## config.mk

```make
export PLATFORM = sky130hd
export DESIGN_NAME = vote_result_unit_flat
export DESIGN_NICKNAME = d
export VERILOG_FILES = /design/src/rtl/vote_pkg.sv /design/src/rtl/vote_result_unit_if.sv /design/src/rtl/vote_result_unit_btn_edge.sv /design/src/rtl/vote_result_unit.sv /design/src/flat_wrapper.sv
export SDC_FILE = /design/constraint.sdc
export NUM_CORES = 1
export LEC_CHECK = 0
export CAP_MARGIN = 20
export CORE_AREA = 3 3 113 61
export DETAILED_ROUTE_END_ITERATION = 6
export DIE_AREA = 0 0 116 64
export PLACE_DENSITY = 0.62
export REMOVE_ABC_BUFFERS = 1
export SLEW_MARGIN = 15
export SYNTH_ARGS = -nofsm -noshare
export SYNTH_HDL_FRONTEND = slang
export SYNTH_SLANG_ARGS = --single-unit
```

## constraint.sdc

```tcl
create_clock -name clk -period 4 [get_ports clk]
set_input_delay 0.6 -clock clk [delete_from_list [all_inputs] [get_ports clk]]
set_output_delay 0.6 -clock clk [all_outputs]
set_load 0.02 [all_outputs]
```

## src/rtl/vote_pkg.sv

```systemverilog
// Shared definitions for the vote result unit: FSM state encoding and default sizing.
package vote_pkg;

    localparam int DEF_NUM_CAND = 4;
    localparam int DEF_CNT_W    = 8;

    typedef enum logic [1:0] {
        ST_IDLE = 2'd0,
        ST_SCAN = 2'd1,
        ST_DONE = 2'd2
    } vote_state_e;

    // Candidate index width; a single candidate still needs one bit.
    function automatic int idx_width(input int n);
        return (n > 1) ? $clog2(n) : 1;
    endfunction

endpackage

```

## src/rtl/vote_result_unit_if.sv

```systemverilog
// Request/display bundle between the vote controller side and the result unit.
interface vote_result_unit_if #(
    parameter int NUM_CAND = vote_pkg::DEF_NUM_CAND,
    parameter int CNT_W    = vote_pkg::DEF_CNT_W
);
    logic                      mode;
    logic                      button;
    logic [NUM_CAND-1:0]       candidate;
    logic [NUM_CAND*CNT_W-1:0] vote_counts;
    logic [CNT_W-1:0]          led;
    logic [NUM_CAND-1:0]       winner;
    logic                      tie;
    logic                      busy;
    logic                      done;

    modport master (
        output mode, button, candidate, vote_counts,
        input  led, winner, tie, busy, done
    );

    modport slave (
        input  mode, button, candidate, vote_counts,
        output led, winner, tie, busy, done
    );
endinterface

```

## src/rtl/vote_result_unit_btn_edge.sv

```systemverilog
// Rising-edge detector for a debounced push-button level.
module btn_edge (
    input  logic clk,
    input  logic reset_all,
    input  logic in,
    output logic rise
);
    logic hist_q;
    logic armed_q;

    // armed_q stays low until the button is seen released after reset, so a
    // button held through reset release never counts as a press.
    always_ff @(posedge clk) begin
        if (reset_all) begin
            hist_q  <= 1'b0;
            armed_q <= 1'b0;
        end else begin
            hist_q  <= in;
            armed_q <= armed_q | ~in;
        end
    end

    assign rise = in & ~hist_q & armed_q;
endmodule

```

## src/rtl/vote_result_unit.sv

```systemverilog
// Result-phase display unit: manual count select and sequential winner scan.
//   state   | meaning
//   IDLE    | waiting for a button press (or held in voting phase)
//   SCAN    | one candidate compared per cycle against the running max
//   DONE    | one-cycle result strobe, then back to IDLE
module vote_result_unit
    import vote_pkg::*;
#(
    parameter int NUM_CAND = DEF_NUM_CAND,
    parameter int CNT_W    = DEF_CNT_W
) (
    input  logic              clk,
    input  logic              reset_all,
    vote_result_unit_if.slave bus
);
    localparam int               IDX_W    = idx_width(NUM_CAND);
    localparam logic [IDX_W-1:0] LAST_IDX = IDX_W'(NUM_CAND - 1);

    vote_state_e         state_q, state_d;
    logic [IDX_W-1:0]    idx_q, idx_d;
    logic [IDX_W-1:0]    best_q, best_d;
    logic [CNT_W-1:0]    max_q, max_d;
    logic                scan_tie_q, scan_tie_d;
    logic [CNT_W-1:0]    led_q, led_d;
    logic [NUM_CAND-1:0] winner_q, winner_d;
    logic                tie_q, tie_d;
    logic                busy_q, busy_d;
    logic                done_q, done_d;

    logic                rise;
    logic                sel_onehot;
    logic [CNT_W-1:0]    sel_count;
    logic [CNT_W-1:0]    scan_count;
    logic [CNT_W-1:0]    max_n;
    logic [IDX_W-1:0]    best_n;
    logic                tie_n;

    btn_edge u_btn_edge (
        .clk       (clk),
        .reset_all (reset_all),
        .in        (bus.button),
        .rise      (rise)
    );

    assign sel_onehot = (bus.candidate != '0) &&
                        ((bus.candidate & (bus.candidate - NUM_CAND'(1))) == '0);

    always_comb begin
        sel_count  = '0;
        scan_count = '0;
        for (int i = 0; i < NUM_CAND; i++) begin
            if (bus.candidate[i])
                sel_count |= bus.vote_counts[i*CNT_W +: CNT_W];
            if (idx_q == IDX_W'(i))
                scan_count = bus.vote_counts[i*CNT_W +: CNT_W];
        end
    end

    // An equal count at index 0 only seeds max; later equals mark a shared maximum.
    always_comb begin
        max_n  = max_q;
        best_n = best_q;
        tie_n  = scan_tie_q;
        if (scan_count > max_q) begin
            max_n  = scan_count;
            best_n = idx_q;
            tie_n  = 1'b0;
        end else if ((scan_count == max_q) && (idx_q != '0)) begin
            tie_n = 1'b1;
        end
    end

    always_comb begin
        state_d    = state_q;
        idx_d      = idx_q;
        best_d     = best_q;
        max_d      = max_q;
        scan_tie_d = scan_tie_q;
        led_d      = led_q;
        winner_d   = winner_q;
        tie_d      = tie_q;
        busy_d     = 1'b0;
        done_d     = 1'b0;

        if (!bus.mode) begin
            state_d    = ST_IDLE;
            idx_d      = '0;
            best_d     = '0;
            max_d      = '0;
            scan_tie_d = 1'b0;
            led_d      = '0;
            winner_d   = '0;
            tie_d      = 1'b0;
        end else begin
            case (state_q)
                ST_IDLE: begin
                    if (rise) begin
                        if (bus.candidate == '0) begin
                            state_d    = ST_SCAN;
                            busy_d     = 1'b1;
                            idx_d      = '0;
                            best_d     = '0;
                            max_d      = '0;
                            scan_tie_d = 1'b0;
                        end else if (sel_onehot) begin
                            led_d = sel_count;
                        end else begin
                            led_d = '0;
                        end
                    end
                end
                ST_SCAN: begin
                    max_d      = max_n;
                    best_d     = best_n;
                    scan_tie_d = tie_n;
                    idx_d      = idx_q + IDX_W'(1);
                    if (idx_q == LAST_IDX) begin
                        // Results land together with the DONE strobe.
                        state_d  = ST_DONE;
                        idx_d    = '0;
                        done_d   = 1'b1;
                        led_d    = max_n;
                        tie_d    = tie_n;
                        winner_d = tie_n ? '0 : (NUM_CAND'(1) << best_n);
                    end else begin
                        busy_d = 1'b1;
                    end
                end
                ST_DONE: begin
                    state_d = ST_IDLE;
                end
                default: begin
                    state_d = ST_IDLE;
                end
            endcase
        end
    end

    always_ff @(posedge clk) begin
        if (reset_all) begin
            state_q    <= ST_IDLE;
            idx_q      <= '0;
            best_q     <= '0;
            max_q      <= '0;
            scan_tie_q <= 1'b0;
            led_q      <= '0;
            winner_q   <= '0;
            tie_q      <= 1'b0;
            busy_q     <= 1'b0;
            done_q     <= 1'b0;
        end else begin
            state_q    <= state_d;
            idx_q      <= idx_d;
            best_q     <= best_d;
            max_q      <= max_d;
            scan_tie_q <= scan_tie_d;
            led_q      <= led_d;
            winner_q   <= winner_d;
            tie_q      <= tie_d;
            busy_q     <= busy_d;
            done_q     <= done_d;
        end
    end

    assign bus.led    = led_q;
    assign bus.winner = winner_q;
    assign bus.tie    = tie_q;
    assign bus.busy   = busy_q;
    assign bus.done   = done_q;
endmodule

```

## src/flat_wrapper.sv

```systemverilog
// flat-port wrapper written by rule: the top's interface ports become plain ports
module vote_result_unit_flat import vote_pkg::*;
#(
    parameter int NUM_CAND = DEF_NUM_CAND,
    parameter int CNT_W    = DEF_CNT_W
)
  (clk, reset_all, bus_mode, bus_button, bus_candidate, bus_vote_counts, bus_led, bus_winner, bus_tie, bus_busy, bus_done);
  vote_result_unit_if #(.NUM_CAND(NUM_CAND), .CNT_W(CNT_W)) bus_i ();
  input  logic clk;
  input  logic reset_all;
  input wire logic [$bits(bus_i.mode)-1:0] bus_mode;
  input wire logic [$bits(bus_i.button)-1:0] bus_button;
  input wire logic [$bits(bus_i.candidate)-1:0] bus_candidate;
  input wire logic [$bits(bus_i.vote_counts)-1:0] bus_vote_counts;
  output wire logic [$bits(bus_i.led)-1:0] bus_led;
  output wire logic [$bits(bus_i.winner)-1:0] bus_winner;
  output wire logic [$bits(bus_i.tie)-1:0] bus_tie;
  output wire logic [$bits(bus_i.busy)-1:0] bus_busy;
  output wire logic [$bits(bus_i.done)-1:0] bus_done;
  assign bus_i.mode = bus_mode;
  assign bus_i.button = bus_button;
  assign bus_i.candidate = bus_candidate;
  assign bus_i.vote_counts = bus_vote_counts;
  assign bus_led = bus_i.led;
  assign bus_winner = bus_i.winner;
  assign bus_tie = bus_i.tie;
  assign bus_busy = bus_i.busy;
  assign bus_done = bus_i.done;
  vote_result_unit #(.NUM_CAND(NUM_CAND), .CNT_W(CNT_W)) u_core (.clk(clk), .reset_all(reset_all), .bus(bus_i));
endmodule
```

---- Yosys cells after proc, flatten, opt, wreduce, memory -nomap -nowiden ----
Index checks and enable logic that the tools add are counted.
operators by class
  add/sub/neg operators ................... 2
  multipliers ............................. 0
  div/mod/pow operators ................... 0
  $lt $le $gt $ge ......................... 1
  equality and inequality tests ........... 9
  shift-type cells ........................ 1
  mux-type cells .......................... 38
  bitwise operators ....................... 11
  reduce and logical (&&, ||, !) cells .... 15
operators by type and width
  operator                                                             count
  8-bit two-way mux                                                    15
  8-bit case mux with 2 select lines                                   2
  8-bit OR                                                             3
  2-bit two-way mux                                                    7
  2-bit case mux with 2 select lines                                   3
  8-bit == test                                                        1
  8-bit greater-than comparator                                        1
  4-bit zero test                                                      2
  1-bit two-way mux                                                    8
  2-bit by 1-bit != test with 1-bit output (second input constant)     3
  3-bit AND reduction                                                  2
  4-bit bitwise AND                                                    1
  2-bit by 1-bit == test with 1-bit output (second input constant)     2
  2-bit == test (second input constant)                                2
  2-bit zero test                                                      2
  4-bit two-way mux                                                    1
  1-bit NOT                                                            4
  1-bit case mux with 2 select lines                                   2
  4-bit AND reduction                                                  1
  2-bit nonzero test                                                   2
  4-bit nonzero test                                                   1
  1-bit by 2-bit << shifter with 4-bit output (first input constant)   1
  4-bit by 1-bit subtractor with 4-bit output (second input constant)  1
  3-bit OR reduction                                                   1
  7 further kinds                                                      9
word-level totals
  bits in registers ....................... 32
  bits in latches ......................... 0
  bits in writable memories ............... 0
  ROM bits ................................ 0
  output and inout port bits .............. 15
  logic and storage cells ................. 89
  memories ................................ 0

---- Longest topological paths before layout ----
  word-level depth ........................ 11
  mapped depth ............................ 17
  gate-level depth less buffers ........... 13

---- Modules after synthesis ----
From an unflattened synthesis, not the netlist that was laid out.
second synthesis, totals
  cell total of the unflattened synthesis .. 274
  area, all modules ....................... 2222.1 um2
by module, submodules not included
  module            instances  cells each  area an instance (um2)  seq. area each (um2)
  vote_result_unit  1          267         2159.6                  600.6
  btn_edge          1          7           62.6                    40.0

---- Worst setup path before layout ----
No wires, ideal clock.
  kind .................................... reg-to-reg
  start point ............................. reg u_core.idx_q[0]
  end point ............................... reg u_core.winner_q[0], in the netlist u_core.bus.winner[0]
  library setup time ...................... 0.074 ns
  data arrival time ....................... 3.152 ns
  required time ........................... 3.926 ns
  setup slack ............................. 0.774 ns
  stages on the path, launching flop included .. 17
  path buffers ............................ 3
  cells stage by stage .................... dfxtp_1 -> inv_1 -> ha_1 -> clkbuf_1 -> clkbuf_1 -> a21oi_1 -> o21ai_0 -> a22oi_1 -> inv_1 -> ha_1 -> a211oi_2 -> nor2_1 -> o21a_1 -> or2_1 -> buf_2 -> or4_1 -> a31oi_1
on the way
  word-level cells in the longest chain between the ends .. 10
RTL lines
  element                                                                 line                     RTL
  from (decl)                                                             vote_result_unit.sv:20   logic [IDX_W-1:0] idx_q, idx_d;
  from (signal assigned)                                                  vote_result_unit.sv:153  idx_q <= idx_d;
  branches (longest 10 deep; another with 8-bit greater-than comparator)  n/a
  to (signal assigned)                                                    vote_result_unit.sv:158  winner_q <= winner_d;
  to (decl)                                                               vote_result_unit.sv:25   logic [NUM_CAND-1:0] winner_q, winner_d;
Parallel ways; which one is timed is not known.
A chain may end at the register's enable or synchronous reset.

---- Worst setup path in the final report ----
  start point ............................. reg u_core.idx_q[0]
  end point ............................... reg u_core.led_q[6], in the netlist u_core.bus.led[6]
on the way
  word-level cells in the longest chain between the ends .. 9
RTL lines
  element                             line                     RTL
  2-bit zero test                     vote_result_unit.sv:54   if (idx_q == IDX_W'(i))
  8-bit two-way mux (4 in series)     vote_result_unit.sv:54
  8-bit greater-than comparator       vote_result_unit.sv:64   if (scan_count > max_q) begin
  8-bit two-way mux                   vote_result_unit.sv:64
  8-bit two-way mux                   vote_result_unit.sv:117  if (idx_q == LAST_IDX) begin
  8-bit case mux with 2 select lines  vote_result_unit.sv:95   case (state_q)
  to (signal assigned)                vote_result_unit.sv:157  led_q <= led_d;
  to (decl)                           vote_result_unit.sv:24   logic [CNT_W-1:0] led_q, led_d;
Parallel ways exist; a longest one is shown, timed or not. The select of a mux whose other input is x is not followed.

==> results.py <==
metrics = {
    "cts": {
        "clkSinkCount": 32,
        "cts_setup_buffers": 0,
        "clk_latency_ps": 280,
        "cts.repair.resized": 0,
        "htree_num_levels": 2,
        "holdBufCountCts": 0,
        "clock_path_buffers": 2,
        "clock-root-buffer": "clkbuf_16",
        "cts_tree": "yes",
        "clk_pin_slew_ps": 50,
        "cts_buffers": 5,
    },
    "global_route": {
        "grt_pass1_vias": 2237,
        "grt_overflow": 0,
        "grt_pass1_wl_mm": 10.54,
        "antenna_found_initial": 0,
        "globalRouteTotalUtil_pct": 17.62,
        "grt_max_degree": 21,
    },
    "sta": {
        "worstMarginPinSlew_ps": 704.1,
        "setup_viol": 0,
        "fin_skew_ps": 4.423,
        "period_share_pct": 91.32,
        "timing.hold.ws_ps": 457.0,
        "fmax_mhz": 273.8,
        "setup_tns_ps": 0,
        "slew_viol_final": 0,
        "fin_ws_ps": 347.3,
        "rsz0062_at_grt": "no",
        "fin_crit_ps": 3653,
        "maxSlewHeadroom_pct": 53.06,
        "final_hold_viol_count": 0,
    },
    "drt": {
        "drtIter0Drc": 143,
        "vias": 2165,
        "drc": 0,
        "routedWlPerCell_um": 16.46,
        "ant_nets": 0,
        "drt_wl_total_mm": 6.322,
        "dr.pass1.iters": 4,
        "viasPerCell": 5.638,
    },
    "die": {
        "core_um2": 5956,
        "die-area_um2": 7424,
        "fp.dieH_um": 64,
        "pin_count": 55,
        "die_w_um": 116,
        "initial_utilization_pct": 34.62,
        "rows": 20,
    },
    "logic_synthesis": {
        "synth_top_family_by_area": "compound AO/OA/AOI/OAI gates",
        "synth_largest_area_cell": "dfxtp_1",
        "synthMuxAreaShare_pct": 0.4854,
        "ys_top_cells_by_count": "dfxtp_1 (32), inv_1 (26), a21oi_1 (23), o21ai_0 (23), a22o_1 (17)",
        "ys.flop_type": "dfxtp_1",
        "syn_area_um2": 2062,
        "async_reset_ff_share_pct": 0,
        "synthAdderAreaFrac_pct": 7.282,
        "synth_cell_types": 35,
        "synth.area.top_cells": "dfxtp_1 (31%), ha_1 (7.3%), a22o_1 (7.2%)",
        "synth_top_cell_area_share_pct": 31.07,
        "synthCells": 257,
        "synth-compound-area-share_pct": 38.17,
        "synth_edf_count": 0,
        "ys_seq_area_share_pct": 31.07,
        "ys_seq_elements": 32,
        "synth-warning-count": 0,
        "synth_area_per_cell_um2": 8.023,
        "synth_xor_area_share_pct": 0.4248,
        "synthSimpleGateAreaFrac_pct": 14.20,
        "yosysMostFrequentCell": "dfxtp_1",
    },
    "placed_design": {
        "dp_hpwl_mm": 4.794,
        "pre_cts_slack_ps": 383.1,
        "dpl_cell_area_um2": 2669,
        "portBuffers": 54,
        "gp_congestion": 0.8172,
        "dp.cells": 376,
    },
    "critical_path": {
        "cp.required_ps": 4220,
        "endpoint_kind": "flip-flop",
        "crit_type": "flip-flop to flip-flop",
        "crit_arrival_ps": 3880,
        "startpoint_type": "flip-flop",
        "worstPathMaxFanout": 16,
    },
    "pwr": {
        "pwr_density_cell_nw_per_um2": 315.2,
        "p_leak_nw": 1.070,
        "ir_drop_v": 0.0001687,
    },
    "final_layout": {
        "seq_area_um2": 640.6,
        "final_nets": 358,
        "instances_no_fill": 384,
        "fill_cells": 582,
        "drive_above_1_share_pct": 7.818,
        "area_growth_pct": 37.38,
        "diodes": 0,
        "finalInstanceArea_um2": 2833,
        "multi_input_area_um2": 1249,
    },
    "run_status": {
        "outcome": "complete, no violations",
    },
    "run": {
        "max_cap_viol_count": 0,
    },
    "hold_path": {
        "min_path_type": "flip-flop to flip-flop",
    },
}
## stage by stage
stage / utilization (%) / power [mW]
floorplan: - / 0.3876
global placement: 44.81 / 0.4595
detailed placement: 44.81 / 0.4620
CTS: 47.56 / 0.8977
global route: 47.56 / 0.9197
finish: 47.56 / 0.8929
## routing by layer
metal | vias to the layer above | track usage (%) | wire, um
li1 | 1071 | - | -
met1 | 1021 | 23.04 | 2871
met2 | 63 | 28.87 | 3023
met3 | 10 | 4.068 | 341
met4 | 0 | 5.355 | 86
met5 | - | 0 | 0
## cells in the final DEF, fill, tap and decap left out, types with 6 or more instances in the layout
| cell | count |
|---|---|
| nor2_1 | 9 |
| clkdlybuf4s50_1 | 54 |
| a221oi_1 | 8 |
| nand2_1 | 11 |
| o221a_2 | 8 |
| a21oi_1 | 23 |
| dfxtp_1 | 32 |
| a22o_1 | 17 |
| ha_1 | 12 |
| inv_1 | 26 |
| buf_4 | 6 |
| o21ai_0 | 23 |
| nor3_1 | 15 |
| a211oi_1 | 9 |
| a22oi_1 | 9 |
## report_power, final
group	internal, mW	switching, mW	leakage, nW
Clock	0.293	0.144	0.0808
Combinational	0.0677	0.0647	0.731
Sequential	0.322	0.00161	0.259
## path summary, 6_finish.rpt
path | start | endpoint | slack [ps] | cells after the start
setup reg to reg | u_core.idx_q[0]$_SDFFE_PP0P_ | u_core.bus.led[6]$_SDFFE_PP0P_ | 350 | 14
setup / recovery | u_core.idx_q[0]$_SDFFE_PP0P_ | u_core.bus.led[6]$_SDFFE_PP0P_ | 350 | 14
hold reg to reg | u_core.u_btn_edge.armed_q$_SDFF_PP0_ | u_core.u_btn_edge.armed_q$_SDFF_PP0_ | 460 | 2
hold / removal | u_core.u_btn_edge.armed_q$_SDFF_PP0_ | u_core.u_btn_edge.armed_q$_SDFF_PP0_ | 460 | 2
## sequential cells by signal, indices dropped and copies added (netlist names), 2 cells and up
register,cells
u_core.bus.winner,4
u_core.max_q,8
u_core.bus.led,8
u_core.state_q,2
u_core.best_q,2
u_core.idx_q,2
## cell families (layout without fill, tap and decap cells)
| group | after synthesis | in the layout |
|---|---|---|
| flip-flops | 32 | 32 |
| buffers and inverters | 44 | 94 |
| AO/OA/AOI/OAI | 110 | 110 |
| adder cells (fa/ha/maj) | 12 | 12 |
| multiplexers | 1 | 1 |
| XOR/XNOR | 1 | 1 |
| AND/OR/NAND/NOR | 57 | 57 |
## final cells by class
class / count / share of cell area [%]
clock inverters: 2 / 1.237
multi-input cells: 181 / 44.08
clock buffers: 6 / 4.549
repair buffers: 60 / 20.67
inverters: 26 / 3.445
well taps: 77 / 3.401
flip-flops and latches: 32 / 22.61
## worst max-delay path: stages (launching register included)
cell,delay [ps]
dfxtp_1,470
inv_1,160
ha_1,440
a21oi_1,200
o21ai_0,100
a22oi_1,250
inv_1,100
ha_1,320
nand4_1,120
nand2b_1,220
o21a_1,140
or2_1,340
buf_4,230
a211oi_1,280
o221a_2,220
Note: power is estimated with default switching activity, not from simulation.
